<file path="src/rtl/inert_pkg.sv">
// Shared types and command tables for the inertial-sensor SPI command sequencer.
package inert_pkg;

  typedef enum logic [2:0] {
    STARTUP, CFG_ISSUE, CFG_WAIT, WAIT_INT, RD_ISSUE, RD_WAIT, UPDATE
  } state_t;

  localparam int RW_BIT   = 15;
  localparam int ADDR_MSB = 14;
  localparam int ADDR_LSB = 8;
  localparam int NUM_CFG  = 3;
  localparam int NUM_RD   = 4;

  // SPI command word: {read flag, 7-bit register address, write data}
  function automatic logic [15:0] mk_cmd(input logic rd, input logic [6:0] addr,
                                         input logic [7:0] data);
    logic [15:0] c;
    c = '0;
    c[RW_BIT]            = rd;
    c[ADDR_MSB:ADDR_LSB] = addr;
    c[7:0]               = data;
    return c;
  endfunction

  // data-ready interrupt enable, gyro 416 Hz, rounding on
  localparam logic [15:0] CFG_CMDS [NUM_CFG] = '{
    mk_cmd(1'b0, 7'h0D, 8'h02),
    mk_cmd(1'b0, 7'h11, 8'h60),
    mk_cmd(1'b0, 7'h14, 8'h40)
  };

  // pitch-rate low/high, yaw-rate low/high
  localparam logic [15:0] RD_CMDS [NUM_RD] = '{
    mk_cmd(1'b1, 7'h22, 8'h00),
    mk_cmd(1'b1, 7'h23, 8'h00),
    mk_cmd(1'b1, 7'h26, 8'h00),
    mk_cmd(1'b1, 7'h27, 8'h00)
  };

endpackage

</file>
<file path="src/rtl/inert_seq_sync2.sv">
// Two-flop synchronizer for the sensor's asynchronous data-ready line.
module sync2 (
  input  logic clk,
  input  logic rst,
  input  logic d,
  output logic q
);
  logic meta;

  always_ff @(posedge clk or posedge rst)
    if (rst) begin
      meta <= 1'b0;
      q    <= 1'b0;
    end else begin
      meta <= d;
      q    <= meta;
    end
endmodule

</file>
<file path="src/rtl/inert_seq.sv">
// SPI command sequencer for the inertial sensor: power-up delay, config writes,
// then a four-read burst per data-ready interrupt producing pitch/yaw rates.
module inert_seq
  import inert_pkg::*;
#(
  parameter int STARTUP_W = 16
) (
  input  logic        clk,
  input  logic        rst,
  input  logic        done,
  input  logic [15:0] rd_data,
  input  logic        INT,
  output logic        wrt,
  output logic [15:0] cmd,
  output logic [15:0] pitch_rt,
  output logic [15:0] yaw_rt,
  output logic        vld
);

  state_t               state, nxt;
  logic [STARTUP_W-1:0] timer;
  logic [1:0]           idx, idx_nxt;
  logic                 done_q, done_qq, done_edge;
  logic                 int_s;
  logic                 latch_byte;
  logic [7:0]           ptch_l, ptch_h, yaw_l;
  logic                 unused_hi;

  assign unused_hi = ^rd_data[15:8];

  sync2 u_int_sync (
    .clk (clk),
    .rst (rst),
    .d   (INT),
    .q   (int_s)
  );

  // a done level carried over from the previous transaction never looks like an edge
  always_ff @(posedge clk or posedge rst)
    if (rst) begin
      done_q  <= 1'b0;
      done_qq <= 1'b0;
    end else begin
      done_q  <= done;
      done_qq <= done_q;
    end

  assign done_edge = done_q & ~done_qq;

  always_comb begin
    nxt        = state;
    idx_nxt    = idx;
    latch_byte = 1'b0;
    unique case (state)
      STARTUP:   if (&timer) begin
                   nxt     = CFG_ISSUE;
                   idx_nxt = '0;
                 end
      CFG_ISSUE: nxt = CFG_WAIT;
      CFG_WAIT:  if (done_edge) begin
                   if (idx == 2'd2) nxt = WAIT_INT;
                   else begin
                     idx_nxt = idx + 2'd1;
                     nxt     = CFG_ISSUE;
                   end
                 end
      WAIT_INT:  if (int_s) begin
                   idx_nxt = '0;
                   nxt     = RD_ISSUE;
                 end
      RD_ISSUE:  nxt = RD_WAIT;
      RD_WAIT:   if (done_edge) begin
                   latch_byte = 1'b1;
                   if (idx == 2'd3) nxt = UPDATE;
                   else begin
                     idx_nxt = idx + 2'd1;
                     nxt     = RD_ISSUE;
                   end
                 end
      UPDATE:    nxt = WAIT_INT;
      default:   nxt = STARTUP;
    endcase
  end

  assign wrt = (state == CFG_ISSUE) || (state == RD_ISSUE);
  assign vld = (state == UPDATE);

  always_ff @(posedge clk or posedge rst)
    if (rst) begin
      state    <= STARTUP;
      idx      <= '0;
      timer    <= '0;
      cmd      <= '0;
      pitch_rt <= '0;
      yaw_rt   <= '0;
      ptch_l   <= '0;
      ptch_h   <= '0;
      yaw_l    <= '0;
    end else begin
      state <= nxt;
      idx   <= idx_nxt;
      if (state == STARTUP) timer <= timer + 1'b1;
      // cmd is loaded on entry to ISSUE and held through the matching WAIT
      if (nxt == CFG_ISSUE) cmd <= CFG_CMDS[idx_nxt];
      if (nxt == RD_ISSUE)  cmd <= RD_CMDS[idx_nxt];
      if (latch_byte) begin
        unique case (idx)
          2'd0:    ptch_l <= rd_data[7:0];
          2'd1:    ptch_h <= rd_data[7:0];
          2'd2:    yaw_l  <= rd_data[7:0];
          default: ;
        endcase
      end
      // yaw high byte is taken straight off the bus so the rates are stable during vld
      if (latch_byte && idx == 2'd3) begin
        pitch_rt <= {ptch_h, ptch_l};
        yaw_rt   <= {rd_data[7:0], yaw_l};
      end
    end

endmodule
</file>
<file path="config.mk">
export PLATFORM = sky130hd
export DESIGN_NAME = inert_seq
export DESIGN_NICKNAME = d
export VERILOG_FILES = /design/src/rtl/inert_pkg.sv /design/src/rtl/inert_seq_sync2.sv /design/src/rtl/inert_seq.sv
export SDC_FILE = /design/constraint.sdc
export NUM_CORES = 1
export LEC_CHECK = 0
export CAP_MARGIN = 10
export CORE_AREA = 2 2 116 118
export CTS_BUF_LIST = sky130_fd_sc_hd__clkbuf_8
export DETAILED_ROUTE_END_ITERATION = 10
export DIE_AREA = 0 0 118 120
export SLEW_MARGIN = 15
export SYNTH_ARGS = -nofsm -noshare
export SYNTH_HDL_FRONTEND = slang
export SYNTH_SLANG_ARGS = --single-unit
</file>
<file path="constraint.sdc">
create_clock -name clk -period 2.4 [get_ports clk]
set_input_delay 0.24 -clock clk [delete_from_list [all_inputs] [get_ports clk]]
set_output_delay 0.24 -clock clk [all_outputs]
set_load 0.02 [all_outputs]
</file>
==> results of run 1 <==
## timing repair
action                     CTS  global route
hold endpoints to repair     0             0
resized for setup            0             3
setup endpoints to repair    0             2
## flip-flops by register name (all words and copies together) (netlist names), 2 cells and up
signal,count
cmd,6
idx,2
ptch_h,8
state,3
timer,16
yaw_rt,16
ptch_l,8
yaw_l,8
pitch_rt,16
## how the worst min path moves through the flow
stage                                      endpoint  slack [ps]                      start
after floorplan                    done_q$_DFF_PP0_         270                       done
after global placement       u_int_sync.q$_DFF_PP0_         330  u_int_sync.meta$_DFF_PP0_
after detailed placement     u_int_sync.q$_DFF_PP0_         330  u_int_sync.meta$_DFF_PP0_
after CTS                 u_int_sync.meta$_DFF_PP0_         300                        INT
after global routing      u_int_sync.meta$_DFF_PP0_         310                        INT
final                           cmd[12]$_DFFE_PP0P_         320                        rst
## metal layers
metal	wire (um)	vias up	track usage, %
li1	-	1112	-
met1	3270	1153	13.7
met2	3440	31	17.3
met3	201	9	2.99
met4	89	0	4.29
met5	0	-	0
## stage by stage
| step | instances | worst slack, ps | total power (W) |
|---|---|---|---|
| after floorplan | 294 | 384 | 0.00158 |
| after global placement | 515 | 174 | 0.00162 |
| after detailed placement | 515 | 175 | 0.00162 |
| after CTS | 531 | 113 | 0.00265 |
| after global routing | 531 | 43.0 | 0.00273 |
| final | 531 | 173 | 0.00261 |
## cells in the mapped netlist (2+ instances only)
cell type,count
sky130_fd_sc_hd__dfrtp_1,87
sky130_fd_sc_hd__mux2_2,56
sky130_fd_sc_hd__nand2_1,23
sky130_fd_sc_hd__nor2_1,11
sky130_fd_sc_hd__xnor2_1,11
sky130_fd_sc_hd__buf_4,10
sky130_fd_sc_hd__ha_1,8
sky130_fd_sc_hd__inv_1,8
sky130_fd_sc_hd__o21ai_0,7
sky130_fd_sc_hd__a21oi_1,6
sky130_fd_sc_hd__buf_2,6
sky130_fd_sc_hd__nand4_1,5
sky130_fd_sc_hd__nand2b_1,4
sky130_fd_sc_hd__nor2b_1,4
sky130_fd_sc_hd__xor2_1,4
sky130_fd_sc_hd__a22oi_1,3
sky130_fd_sc_hd__and2_1,3
sky130_fd_sc_hd__a31oi_1,2
sky130_fd_sc_hd__nand3_1,2
sky130_fd_sc_hd__nor3b_1,2
sky130_fd_sc_hd__o2bb2ai_1,2
## critical path: cells and delay by family, from the launching register on
| family | cells | cell delay (ps) |
|---|---|---|
| buffers and inverters | 2 | 830 |
| DFF | 1 | 470 |
| and+or+nand+nor | 1 | 170 |
| AOI/OAI and AO/OA | 1 | 170 |
## power breakdown
part / total [W] / leakage, nW / switching [W] / internal (W)
combinational: 0.0000901 / 0.865 / 0.0000525 / 0.0000375
sequential: 0.00150 / 1.14 / 0.0000115 / 0.00149
clock: 0.00102 / 0.101 / 0.000536 / 0.000485
total: 0.00261 / 2.10 / 0.000600 / 0.00201
## area by class of cell
cell class	instances	area (sq um)	share of cell area, %
flip-flops and latches	87	2180	45.8
multi-input cells	181	1510	31.7
repair buffers	62	616	13.0
well taps	176	220	4.63
clock buffers	9	124	2.61
clock inverters	7	72.6	1.53
inverters	9	37.5	0.790
## cells in the final DEF, fill, tap and decap left out, drive strengths merged
cell | netlist | layout
a211o | 1 | 1
a211oi | 2 | 2
a21oi | 6 | 6
a221oi | 1 | 1
a22oi | 3 | 3
a31o | 2 | 2
a31oi | 2 | 2
and2 | 4 | 4
and3 | 1 | 1
and4b | 1 | 1
and4bb | 1 | 1
buf | 17 | 7
bufinv | 0 | 1
clkbuf | 0 | 9
clkdlybuf4s50 | 0 | 55
clkinv | 0 | 2
clkinvlp | 0 | 2
conb | 1 | 6
dfrtp | 87 | 87
ha | 8 | 8
inv | 9 | 11
mux2 | 56 | 56
nand2 | 23 | 23
nand2b | 4 | 4
nand3 | 2 | 2
nand4 | 6 | 6
nor2 | 12 | 12
nor2b | 5 | 5
nor3 | 2 | 2
nor3b | 2 | 2
nor4b | 1 | 1
o21a | 1 | 1
o21ai | 8 | 8
o21bai | 1 | 1
o22a | 1 | 1
o22ai | 1 | 1
o2bb2ai | 2 | 2
or3 | 1 | 1
xnor2 | 11 | 11
xor2 | 4 | 4
## cells by family (layout without fill, tap and decap cells)
group,Yosys count,count (layout)
flops,87,87
mux,56,56
simple gates,65,65
other cells,1,6
compound gates,31,31
buf+inv,26,87
fa+ha+maj,8,8
xor+xnor,15,15
==> impl_metrics.prom, run 1 <==
# TYPE chip_impl_metric gauge
chip_impl_metric{name="final_nets",unit=""} 378
chip_impl_metric{name="final_layout_size_suffix_gt1_share",unit="%"} 26.8
chip_impl_metric{name="rows",unit=""} 42
chip_impl_metric{name="core_area",unit="sq um"} 13000
chip_impl_metric{name="cts_buffers",unit=""} 9
chip_impl_metric{name="max_cap_violations",unit=""} 0
chip_impl_metric{name="syn2layout_area_growth",unit="%"} 25.0
chip_impl_metric{name="wire_per_inst",unit="um"} 13.2
chip_impl_info{name="crit_start_category",value="register"} 1
chip_impl_metric{name="syn_area_per_cell",unit="sq um"} 13.2
chip_impl_info{name="cell_type_of_the_slowest_stage_on_the_worst_timing_path",value="sky130_fd_sc_hd__clkdlybuf4s50_1"} 1
chip_impl_metric{name="maximum_number_of_pins_on_one_net_before_global_route_repair",unit=""} 88
chip_impl_metric{name="die_area",unit="sq um"} 14200
chip_impl_metric{name="post-route-util",unit="%"} 36.6
chip_impl_metric{name="finalHoldViolations",unit=""} 0
chip_impl_metric{name="grt.overflow.total",unit=""} 0
chip_impl_metric{name="clk_pin_slew",unit="ps"} 80
chip_impl_metric{name="floorplan.die.width",unit="um"} 118
chip_impl_metric{name="worst_ep_required_time",unit="ps"} 2160
chip_impl_metric{name="hpwl",unit="um"} 4790
chip_impl_metric{name="cts.path.max_buffers",unit=""} 2
chip_impl_metric{name="initialDrtViolationCount",unit=""} 78
chip_impl_metric{name="synthSimpleGateAreaFrac",unit="%"} 9.97
chip_impl_metric{name="critical_path_data_arrival_time",unit="ps"} 1990
chip_impl_metric{name="numClockSinks",unit=""} 87
chip_impl_metric{name="maximum_achievable_frequency",unit="GHz"} 0.449
chip_impl_metric{name="final.min_clock_period",unit="ps"} 2230
chip_impl_metric{name="number_of_synthesis_warnings",unit=""} 0
chip_impl_info{name="synthDominantAreaCellType",value="sky130_fd_sc_hd__dfrtp_1"} 1
chip_impl_metric{name="number_of_antenna_violations_at_the_first_check_in_global_routing",unit=""} 0
chip_impl_metric{name="syn_area",unit="sq um"} 3800
chip_impl_metric{name="final.setup.tns",unit="ps"} 0
chip_impl_metric{name="layout.filler_cells",unit=""} 1283
chip_impl_info{name="startpoint",value="state[2]$_DFF_PP0_"} 1
chip_impl_metric{name="finalSetupViolCount",unit=""} 0
chip_impl_metric{name="io_pins",unit=""} 70
chip_impl_metric{name="power.density",unit="nW/um^2"} 549
chip_impl_metric{name="floorplan.initialDensity",unit="%"} 29.3
chip_impl_info{name="path_category_of_the_worst_min_delay_check",value="input port to asynchronous set/reset pin"} 1
chip_impl_metric{name="drt.antenna.violating_nets",unit=""} 0
chip_impl_metric{name="htreeDepth",unit=""} 3
chip_impl_metric{name="ys_seq_elements",unit=""} 87
chip_impl_metric{name="vdd_drop_max",unit="V"} 0.000190
chip_impl_metric{name="num_antenna_cells",unit=""} 0
chip_impl_metric{name="total_global_route_track_usage",unit="%"} 10.7
chip_impl_metric{name="critical-path-max-stage-delay",unit="ps"} 630
chip_impl_metric{name="post_dp_cell_area",unit="sq um"} 4550
chip_impl_info{name="crit_path_cell_trace",value="buf_4 > nand2b_1 > a21oi_1 > clkdlybuf4s50_1"} 1
chip_impl_info{name="rr_endpoint",value="cmd[12]$_DFFE_PP0P_"} 1
chip_impl_info{name="synth_flop_cell",value="sky130_fd_sc_hd__dfrtp_1"} 1
chip_impl_metric{name="report.final.slew_viol_count",unit=""} 0
chip_impl_metric{name="via_per_inst",unit=""} 4.34
chip_impl_metric{name="place.port_buffers",unit=""} 55
chip_impl_metric{name="p_leak",unit="nW"} 2.10
chip_impl_metric{name="num_vias",unit=""} 2305
chip_impl_metric{name="first_global_vias",unit=""} 2448
chip_impl_info{name="largest_family_of_logic_cells_by_synthesized_area",value="multiplexers"} 1
chip_impl_info{name="worst_setup_path_endpoint",value="wrt"} 1
chip_impl_info{name="timing_worst_setup_path_type",value="register to output pin"} 1
chip_impl_metric{name="pre_repair_dr_iteration_count",unit=""} 4
chip_impl_info{name="post_synth_main_area_contributors",value="sky130_fd_sc_hd__dfrtp_1 (57%), sky130_fd_sc_hd__mux2_2 (17%), sky130_fd_sc_hd__ha_1 (2.6%)"} 1
chip_impl_metric{name="worst_slew_pin_slew",unit="ps"} 503
chip_impl_info{name="run_status",value="finished, final reports clean"} 1
chip_impl_metric{name="cts_setup_buffers",unit=""} 0
chip_impl_info{name="cts_tree",value="yes"} 1
chip_impl_metric{name="seq_area_frac_synth",unit="%"} 57.2
chip_impl_metric{name="post_synth_inst_count",unit=""} 289
chip_impl_metric{name="gp_congestion",unit=""} 0.794
chip_impl_metric{name="postSynth.asyncResetShare",unit="%"} 100
chip_impl_info{name="grt_setup_unrepaired",value="no"} 1
chip_impl_info{name="setup.worst_path.end_class",value="output pin"} 1
chip_impl_info{name="root_buffer",value="sky130_fd_sc_hd__clkbuf_8"} 1
chip_impl_metric{name="synth.top_cell.area_share",unit="%"} 57.2
chip_impl_metric{name="synthXorXnorAreaFrac",unit="%"} 3.45
chip_impl_metric{name="synth.mux.area_fraction",unit="%"} 16.6
chip_impl_metric{name="rr_worst_depth",unit=""} 7
chip_impl_metric{name="yosys.cell_types.count",unit=""} 46
chip_impl_metric{name="layout.cell_area.non_filler",unit="sq um"} 4750
chip_impl_metric{name="floorplan.die.height",unit="um"} 120
chip_impl_info{name="crit-reg2reg-launch",value="state[0]$_DFF_PP0_"} 1
chip_impl_metric{name="max-slew-margin-rel",unit="%"} 66.4
chip_impl_metric{name="r2r_slack",unit="ps"} 230
chip_impl_metric{name="final.setup_skew",unit="ps"} 8.69
chip_impl_metric{name="synth_compound_area_share",unit="%"} 6.09
chip_impl_metric{name="whs",unit="ps"} 315
chip_impl_metric{name="synth-edff-count",unit=""} 0
chip_impl_metric{name="min_period_over_period",unit="%"} 92.8
chip_impl_metric{name="path_max_fanout",unit=""} 8
chip_impl_metric{name="later_pin_clock_latency_in_the_skew_report",unit="ps"} 360
chip_impl_metric{name="cts_hold_buf",unit=""} 0
chip_impl_metric{name="grt_first_pass_wirelength",unit="um"} 12100
chip_impl_metric{name="yosys.area_share.adder",unit="%"} 2.63
chip_impl_metric{name="route.detailed.drc",unit=""} 0
chip_impl_metric{name="final_wirelength",unit="um"} 7010
No activity file was read; power rests on OpenSTA's default activity.
==> run 2: changes to the inputs <==
- CORE_AREA: 2 2 116 118 -> 2 2 92 94
- DIE_AREA: 0 0 118 120 -> 0 0 94 96
- PLACE_DENSITY: default -> 0.76
==> run 2 against run 1 <==
  * Total power up 1.7%
  * Worst hold slack worse by 65 ps
  * Cell count down 13%
  * Critical path type is now register to register
  * Highest routed layer unchanged
==> impl_metrics.prom, run 2 (same netlist as run 1, synthesis figures left out) <==
# TYPE chip_impl_metric gauge
chip_impl_info{name="root_buffer",value="sky130_fd_sc_hd__clkbuf_8"} 1
chip_impl_metric{name="cts.path.max_buffers",unit=""} 2
chip_impl_info{name="layout_top_registers",value="pitch_rt: 16 flops, timer: 16 flops, yaw_rt: 16 flops"} 1
chip_impl_metric{name="report.final.slew_viol_count",unit=""} 0
chip_impl_metric{name="seq_area",unit="sq um"} 2180
chip_impl_metric{name="critical-path-max-stage-delay",unit="ps"} 490
chip_impl_metric{name="min_period_over_period",unit="%"} 93.0
chip_impl_metric{name="initialDrtViolationCount",unit=""} 64
chip_impl_metric{name="rows",unit=""} 33
chip_impl_metric{name="first_global_vias",unit=""} 2278
chip_impl_info{name="layout_commonest_cell",value="sky130_fd_sc_hd__dfrtp_1"} 1
chip_impl_info{name="cell_type_of_the_slowest_stage_on_the_worst_timing_path",value="sky130_fd_sc_hd__dfrtp_1"} 1
chip_impl_metric{name="final_nets",unit=""} 378
chip_impl_metric{name="p_leak",unit="nW"} 2.10
chip_impl_metric{name="later_pin_clock_latency_in_the_skew_report",unit="ps"} 360
chip_impl_metric{name="finalHoldViolations",unit=""} 0
chip_impl_metric{name="worst_ep_required_time",unit="ps"} 2630
chip_impl_metric{name="floorplan.die.height",unit="um"} 96
chip_impl_metric{name="via_per_inst",unit=""} 5.05
chip_impl_metric{name="drt.antenna.violating_nets",unit=""} 0
chip_impl_metric{name="cts_buffers",unit=""} 9
chip_impl_metric{name="hpwl",unit="um"} 4640
chip_impl_metric{name="dp_cells",unit=""} 444
chip_impl_metric{name="num_vias",unit=""} 2324
chip_impl_info{name="most_frequent_cells_in_the_layout",value="sky130_fd_sc_hd__dfrtp_1 (87), sky130_fd_sc_hd__mux2_2 (56), sky130_fd_sc_hd__clkdlybuf4s50_1 (55), sky130_fd_sc_hd__nand2_1 (23)"} 1
chip_impl_info{name="setup.worst_path.end_class",value="register"} 1
chip_impl_metric{name="met1_usage",unit="%"} 20.8
chip_impl_metric{name="maximum_achievable_frequency",unit="GHz"} 0.448
chip_impl_metric{name="dp_worst_setup_slack",unit="ps"} 205
chip_impl_metric{name="final_cell_count_no_fill",unit=""} 460
chip_impl_metric{name="layout.filler_cells",unit=""} 662
chip_impl_metric{name="io_pins",unit=""} 70
chip_impl_metric{name="multi_input_combinational_cell_area",unit="sq um"} 1500
chip_impl_info{name="crit_start_category",value="register"} 1
chip_impl_metric{name="num_antenna_cells",unit=""} 0
chip_impl_metric{name="power.density",unit="nW/um^2"} 569
chip_impl_metric{name="gp_congestion",unit=""} 0.863
chip_impl_info{name="path_category_of_the_worst_min_delay_check",value="input port to asynchronous set/reset pin"} 1
chip_impl_metric{name="floorplan.die.width",unit="um"} 94
chip_impl_metric{name="place.port_buffers",unit=""} 55
chip_impl_metric{name="layout.cell_area.non_filler",unit="sq um"} 4670
chip_impl_metric{name="whs",unit="ps"} 250
chip_impl_metric{name="numClockSinks",unit=""} 87
chip_impl_metric{name="critical_path_data_arrival_time",unit="ps"} 2460
chip_impl_info{name="timing_worst_setup_path_type",value="register to register"} 1
chip_impl_metric{name="max_cap_violations",unit=""} 0
chip_impl_metric{name="maximum_number_of_pins_on_one_net_before_global_route_repair",unit=""} 40
chip_impl_metric{name="number_of_antenna_violations_at_the_first_check_in_global_routing",unit=""} 0
chip_impl_info{name="run_status",value="finished, final reports clean"} 1
chip_impl_metric{name="route.detailed.drc",unit=""} 0
chip_impl_metric{name="floorplan.initialDensity",unit="%"} 47.2
chip_impl_metric{name="final.min_clock_period",unit="ps"} 2230
chip_impl_info{name="cts_tree",value="yes"} 1
chip_impl_metric{name="finalWorstSetupSlack",unit="ps"} 169
chip_impl_metric{name="vdd_drop_max",unit="V"} 0.000390
chip_impl_metric{name="die_area",unit="sq um"} 9020
chip_impl_metric{name="finalSetupViolCount",unit=""} 0
chip_impl_metric{name="path_max_fanout",unit=""} 12
chip_impl_metric{name="core_area",unit="sq um"} 8050
chip_impl_metric{name="total_global_route_track_usage",unit="%"} 15.7
chip_impl_metric{name="final.setup.tns",unit="ps"} 0
chip_impl_metric{name="grt.overflow.total",unit=""} 0
chip_impl_info{name="crit_path_cell_trace",value="or3_4 > a31oi_1 > o21ai_0 > and2_1 > ha_1 > a22oi_1 > o21ai_0"} 1
chip_impl_info{name="busiest_metal_layer_after_global_routing",value="met2"} 1
chip_impl_metric{name="post_dp_cell_area",unit="sq um"} 4460
chip_impl_metric{name="final_layout_size_suffix_gt1_share",unit="%"} 26.8
chip_impl_metric{name="grtUsageMet3",unit="%"} 3.76
chip_impl_metric{name="final.setup_skew",unit="ps"} 14.0
chip_impl_metric{name="grt_first_pass_wirelength",unit="um"} 10800
chip_impl_metric{name="pre_repair_dr_iteration_count",unit=""} 4
chip_impl_metric{name="clk_pin_slew",unit="ps"} 100
chip_impl_info{name="path_common_cell",value="sky130_fd_sc_hd__o21ai_0"} 1
chip_impl_metric{name="grt_use_met2",unit="%"} 24.1
chip_impl_metric{name="syn2layout_area_growth",unit="%"} 22.8
chip_impl_metric{name="htreeDepth",unit=""} 3
chip_impl_metric{name="final_wirelength",unit="um"} 6610
chip_impl_metric{name="wire_per_inst",unit="um"} 14.4
[run 2: per-layer routing]
metal / part of all wire, % / up-vias
met2: 50 / 49
met3: 2.6 / 14
li1: - / 1108
met4: 2.2 / 0
met5: 0 / -
met1: 46 / 1153
[run 2: final cells by class]
| cell class | instances | area share, % |
|---|---|---|
| Inverter | 9 | 0.804 |
| Timing Repair Buffer | 62 | 13.2 |
| Sequential cell | 87 | 46.6 |
| Clock buffer | 9 | 2.65 |
| Tap cell | 105 | 2.81 |
| Clock inverter | 7 | 1.80 |
| Multi-Input combinational cell | 181 | 32.1 |
[run 2: what timing repair did]
action / 4_1_cts / 5_1_grt
setup endpoints to repair: 0 / 1
hold buffers: 0 / 0
gates resized for setup: 0 / 1
setup buffers: 0 / 0
[run 2: final timing paths]
check                      cells after the start                       from                         to  slack [ps]
hold / removal                                 2                        rst      yaw_rt[4]$_DFFE_PP0P_         250
hold reg to reg                                0  u_int_sync.meta$_DFF_PP0_     u_int_sync.q$_DFF_PP0_         350
min in group clk                               1                        INT  u_int_sync.meta$_DFF_PP0_         320
setup reg to reg                               7         state[0]$_DFF_PP0_        cmd[12]$_DFFE_PP0P_         170
setup / recovery                               7         state[0]$_DFF_PP0_        cmd[12]$_DFFE_PP0P_         170
max in group asynchronous                      3                        rst     u_int_sync.q$_DFF_PP0_        1440
[run 2: through the flow]
stage	utilization (%)	power, W
2_1_floorplan	-	0.00158
3_3_place_gp	55.4	0.00162
3_5_place_dp	55.4	0.00162
4_1_cts	57.9	0.00269
5_1_grt	58.0	0.00278
6_report	58.0	0.00266
[run 2: critical path: cells and delay by family, from the launching register on]
kind,cells,cell delay (ps)
adders and majority gates,1,280
and+or+nand+nor,2,660
DFF,1,490
AOI/OAI and AO/OA,4,680
[run 2: power breakdown]
group | total (W) | switching (W) | internal (W)
Combinational | 0.0000887 | 0.0000512 | 0.0000375
Sequential | 0.00150 | 0.0000121 | 0.00149
Clock | 0.00107 | 0.000563 | 0.000503
Total | 0.00266 | 0.000627 | 0.00203
==> run 3: changes to the inputs <==
- CAP_MARGIN: 10 -> 40
- RECOVER_POWER: default -> 50
==> run 3 against run 2 <==
  * Cell count unchanged
  * Sequential power barely moved
  * Worst setup slack worse by 2.1 ps
  * Wire length down 0.21%
  * First-iteration DRC count rose by 7.8%
  * Non-clock buffer count stayed put
  * Global-route usage unchanged
  * Via count is essentially flat
==> impl_metrics.prom, run 3 (same netlist as run 1, synthesis figures left out) <==
# TYPE chip_impl_metric gauge
chip_impl_metric{name="power.density",unit="nW/um^2"} 570
chip_impl_metric{name="final_nets",unit=""} 378
chip_impl_metric{name="clk_pin_slew",unit="ps"} 90
chip_impl_metric{name="max-slew-margin-rel",unit="%"} 38.1
chip_impl_metric{name="post_dp_cell_area",unit="sq um"} 4460
chip_impl_info{name="setup.worst_path.end_class",value="register"} 1
chip_impl_metric{name="floorplan.initialDensity",unit="%"} 47.2
chip_impl_metric{name="rows",unit=""} 33
chip_impl_metric{name="maximum_achievable_frequency",unit="GHz"} 0.448
chip_impl_metric{name="sequentialPowerShare",unit="%"} 56.6
chip_impl_metric{name="num_vias",unit=""} 2326
chip_impl_info{name="layout_top_registers",value="pitch_rt: 16 flops, timer: 16 flops, yaw_rt: 16 flops"} 1
chip_impl_metric{name="finalPower",unit="W"} 0.00265
chip_impl_metric{name="combPwrFrac",unit="%"} 3.1
chip_impl_info{name="layout_commonest_cell",value="sky130_fd_sc_hd__dfrtp_1"} 1
chip_impl_metric{name="worst_ep_required_time",unit="ps"} 2630
chip_impl_metric{name="htreeDepth",unit=""} 3
chip_impl_metric{name="later_pin_clock_latency_in_the_skew_report",unit="ps"} 360
chip_impl_metric{name="layout.filler_cells",unit=""} 666
chip_impl_metric{name="via_per_inst",unit=""} 5.06
chip_impl_metric{name="grt_first_pass_wirelength",unit="um"} 10800
chip_impl_metric{name="p_leak",unit="nW"} 2.10
chip_impl_metric{name="core_area",unit="sq um"} 8050
chip_impl_metric{name="final_wirelength",unit="um"} 6590
chip_impl_metric{name="number_of_antenna_violations_at_the_first_check_in_global_routing",unit=""} 0
chip_impl_metric{name="finalSetupViolCount",unit=""} 0
chip_impl_metric{name="first_global_vias",unit=""} 2278
chip_impl_metric{name="report.final.slew_viol_count",unit=""} 0
chip_impl_metric{name="floorplan.die.width",unit="um"} 94
chip_impl_metric{name="syn2layout_area_growth",unit="%"} 22.2
chip_impl_metric{name="pre_repair_dr_iteration_count",unit=""} 4
chip_impl_metric{name="io_pins",unit=""} 70
chip_impl_metric{name="route.detailed.drc",unit=""} 0
chip_impl_info{name="crit_start_category",value="register"} 1
chip_impl_metric{name="final.setup_skew",unit="ps"} 13.2
chip_impl_metric{name="switching_share",unit="%"} 23.6
chip_impl_metric{name="power_frac_clock",unit="%"} 40.2
chip_impl_metric{name="grt.overflow.total",unit=""} 0
chip_impl_metric{name="layout.cell_area.non_filler",unit="sq um"} 4650
chip_impl_metric{name="worst_slew_pin_slew",unit="ps"} 928
chip_impl_metric{name="numClockSinks",unit=""} 87
chip_impl_metric{name="cts.path.max_buffers",unit=""} 2
chip_impl_metric{name="drt.antenna.violating_nets",unit=""} 0
chip_impl_metric{name="maximum_number_of_pins_on_one_net_before_global_route_repair",unit=""} 40
chip_impl_metric{name="path_max_fanout",unit=""} 12
chip_impl_metric{name="total_global_route_track_usage",unit="%"} 15.7
chip_impl_metric{name="initialDrtViolationCount",unit=""} 69
chip_impl_metric{name="num_antenna_cells",unit=""} 0
chip_impl_info{name="run_status",value="finished, final reports clean"} 1
chip_impl_metric{name="p_switching",unit="W"} 0.000626
chip_impl_metric{name="vdd_drop_max",unit="V"} 0.000390
chip_impl_metric{name="cts_buffers",unit=""} 9
chip_impl_info{name="root_buffer",value="sky130_fd_sc_hd__clkbuf_8"} 1
chip_impl_metric{name="final_layout_size_suffix_gt1_share",unit="%"} 26.8
chip_impl_info{name="path_category_of_the_worst_min_delay_check",value="register to register"} 1
chip_impl_metric{name="hpwl",unit="um"} 4640
chip_impl_info{name="most_frequent_cells_in_the_layout",value="sky130_fd_sc_hd__dfrtp_1 (87), sky130_fd_sc_hd__mux2_2 (56), sky130_fd_sc_hd__clkdlybuf4s50_1 (52), sky130_fd_sc_hd__nand2_1 (23)"} 1
chip_impl_metric{name="floorplan.die.height",unit="um"} 96
chip_impl_metric{name="min_period_over_period",unit="%"} 93.1
chip_impl_metric{name="finalHoldViolations",unit=""} 0
chip_impl_metric{name="wire_per_inst",unit="um"} 14.3
chip_impl_info{name="timing_worst_setup_path_type",value="register to register"} 1
chip_impl_metric{name="die_area",unit="sq um"} 9020
chip_impl_info{name="cts_tree",value="yes"} 1
chip_impl_metric{name="p_int",unit="W"} 0.00202
chip_impl_metric{name="cts_setup_buffers",unit=""} 0
chip_impl_metric{name="critical_path_data_arrival_time",unit="ps"} 2460
chip_impl_metric{name="max_cap_violations",unit=""} 0
chip_impl_metric{name="gp_congestion",unit=""} 0.863
chip_impl_metric{name="final.min_clock_period",unit="ps"} 2230
chip_impl_metric{name="place.port_buffers",unit=""} 55
run 3: cell types whose count changed in the layout (fill, tap and decap cells not counted), sizes merged:
cell / change
clkdlybuf4s50: -3
clkbuf: +2
dlygate4sd3: +3
buf: -2
run 3: worst max-delay path, stage by stage, from the launching register on:
cell and delay, ps:
sky130_fd_sc_hd__dfrtp_1 500, sky130_fd_sc_hd__or3_4 450, sky130_fd_sc_hd__a31oi_1 250, sky130_fd_sc_hd__o21ai_0 190
sky130_fd_sc_hd__and2_1 210, sky130_fd_sc_hd__ha_1 280, sky130_fd_sc_hd__a22oi_1 150, sky130_fd_sc_hd__o21ai_0 90
run 3: worst paths after layout:
| path | startpoint | depth (start not counted) | endpoint | slack, ps |
|---|---|---|---|---|
| worst min-delay path | u_int_sync.meta$_DFF_PP0_ | 0 | u_int_sync.q$_DFF_PP0_ | 350 |
| max in group asynchronous | rst | 3 | u_int_sync.meta$_DFF_PP0_ | 560 |
| worst max register to register | state[0]$_DFF_PP0_ | 7 | cmd[12]$_DFFE_PP0P_ | 170 |
| worst min register to register | u_int_sync.meta$_DFF_PP0_ | 0 | u_int_sync.q$_DFF_PP0_ | 350 |
| worst max-delay path | state[0]$_DFF_PP0_ | 7 | cmd[12]$_DFFE_PP0P_ | 170 |
| min in group asynchronous | rst | 2 | yaw_rt[4]$_DFFE_PP0P_ | 470 |
run 3: metal layers:
metal,track usage [%],up-vias,routed length [um]
met5,0,-,0
met4,8.45,0,148
met3,3.76,14,169
met2,24.1,52,3280
met1,20.8,1152,3000
li1,-,1108,-
run 3: power groups by stage:
stage	clock, W	combinational (W)	sequential, W
after floorplan	0	0.0000587	0.00153
after global placement	0	0.0000892	0.00153
after detailed placement	0	0.0000913	0.00153
after CTS	0.00110	0.0000919	0.00150
after global routing	0.00117	0.0000952	0.00150
final	0.00107	0.0000833	0.00150
run 3: what timing repair did:
item | in CTS | in global routing
resized for setup | 0 | 1
hold buffers | 0 | 0
setup endpoints to repair | 0 | 1
run 3: final cells by class:
type / count / area (sq um) / share of cell area [%]
inverter: 9 / 35.0 / 0.753
clock buffer: 9 / 124 / 2.66
tap: 105 / 131 / 2.83
clock inverter: 7 / 83.8 / 1.80
timing repair buffer: 62 / 598 / 12.9
sequential: 87 / 2180 / 46.8
multi-input combinational: 181 / 1500 / 32.3
run 3: through the flow:
step / setup TNS (ps) / util (%) / worst slack, ps / cells / hold slack [ps]
final: 0 / 57.7 / 166 / 460 / 354
after CTS: 0 / 57.9 / 142 / 460 / 247
after floorplan: 0 / - / 384 / 294 / 271
after global routing: -1.20 / 57.7 / -1.20 / 460 / 379
after global placement: 0 / 55.4 / 221 / 444 / 333
after detailed placement: 0 / 55.4 / 205 / 444 / 336
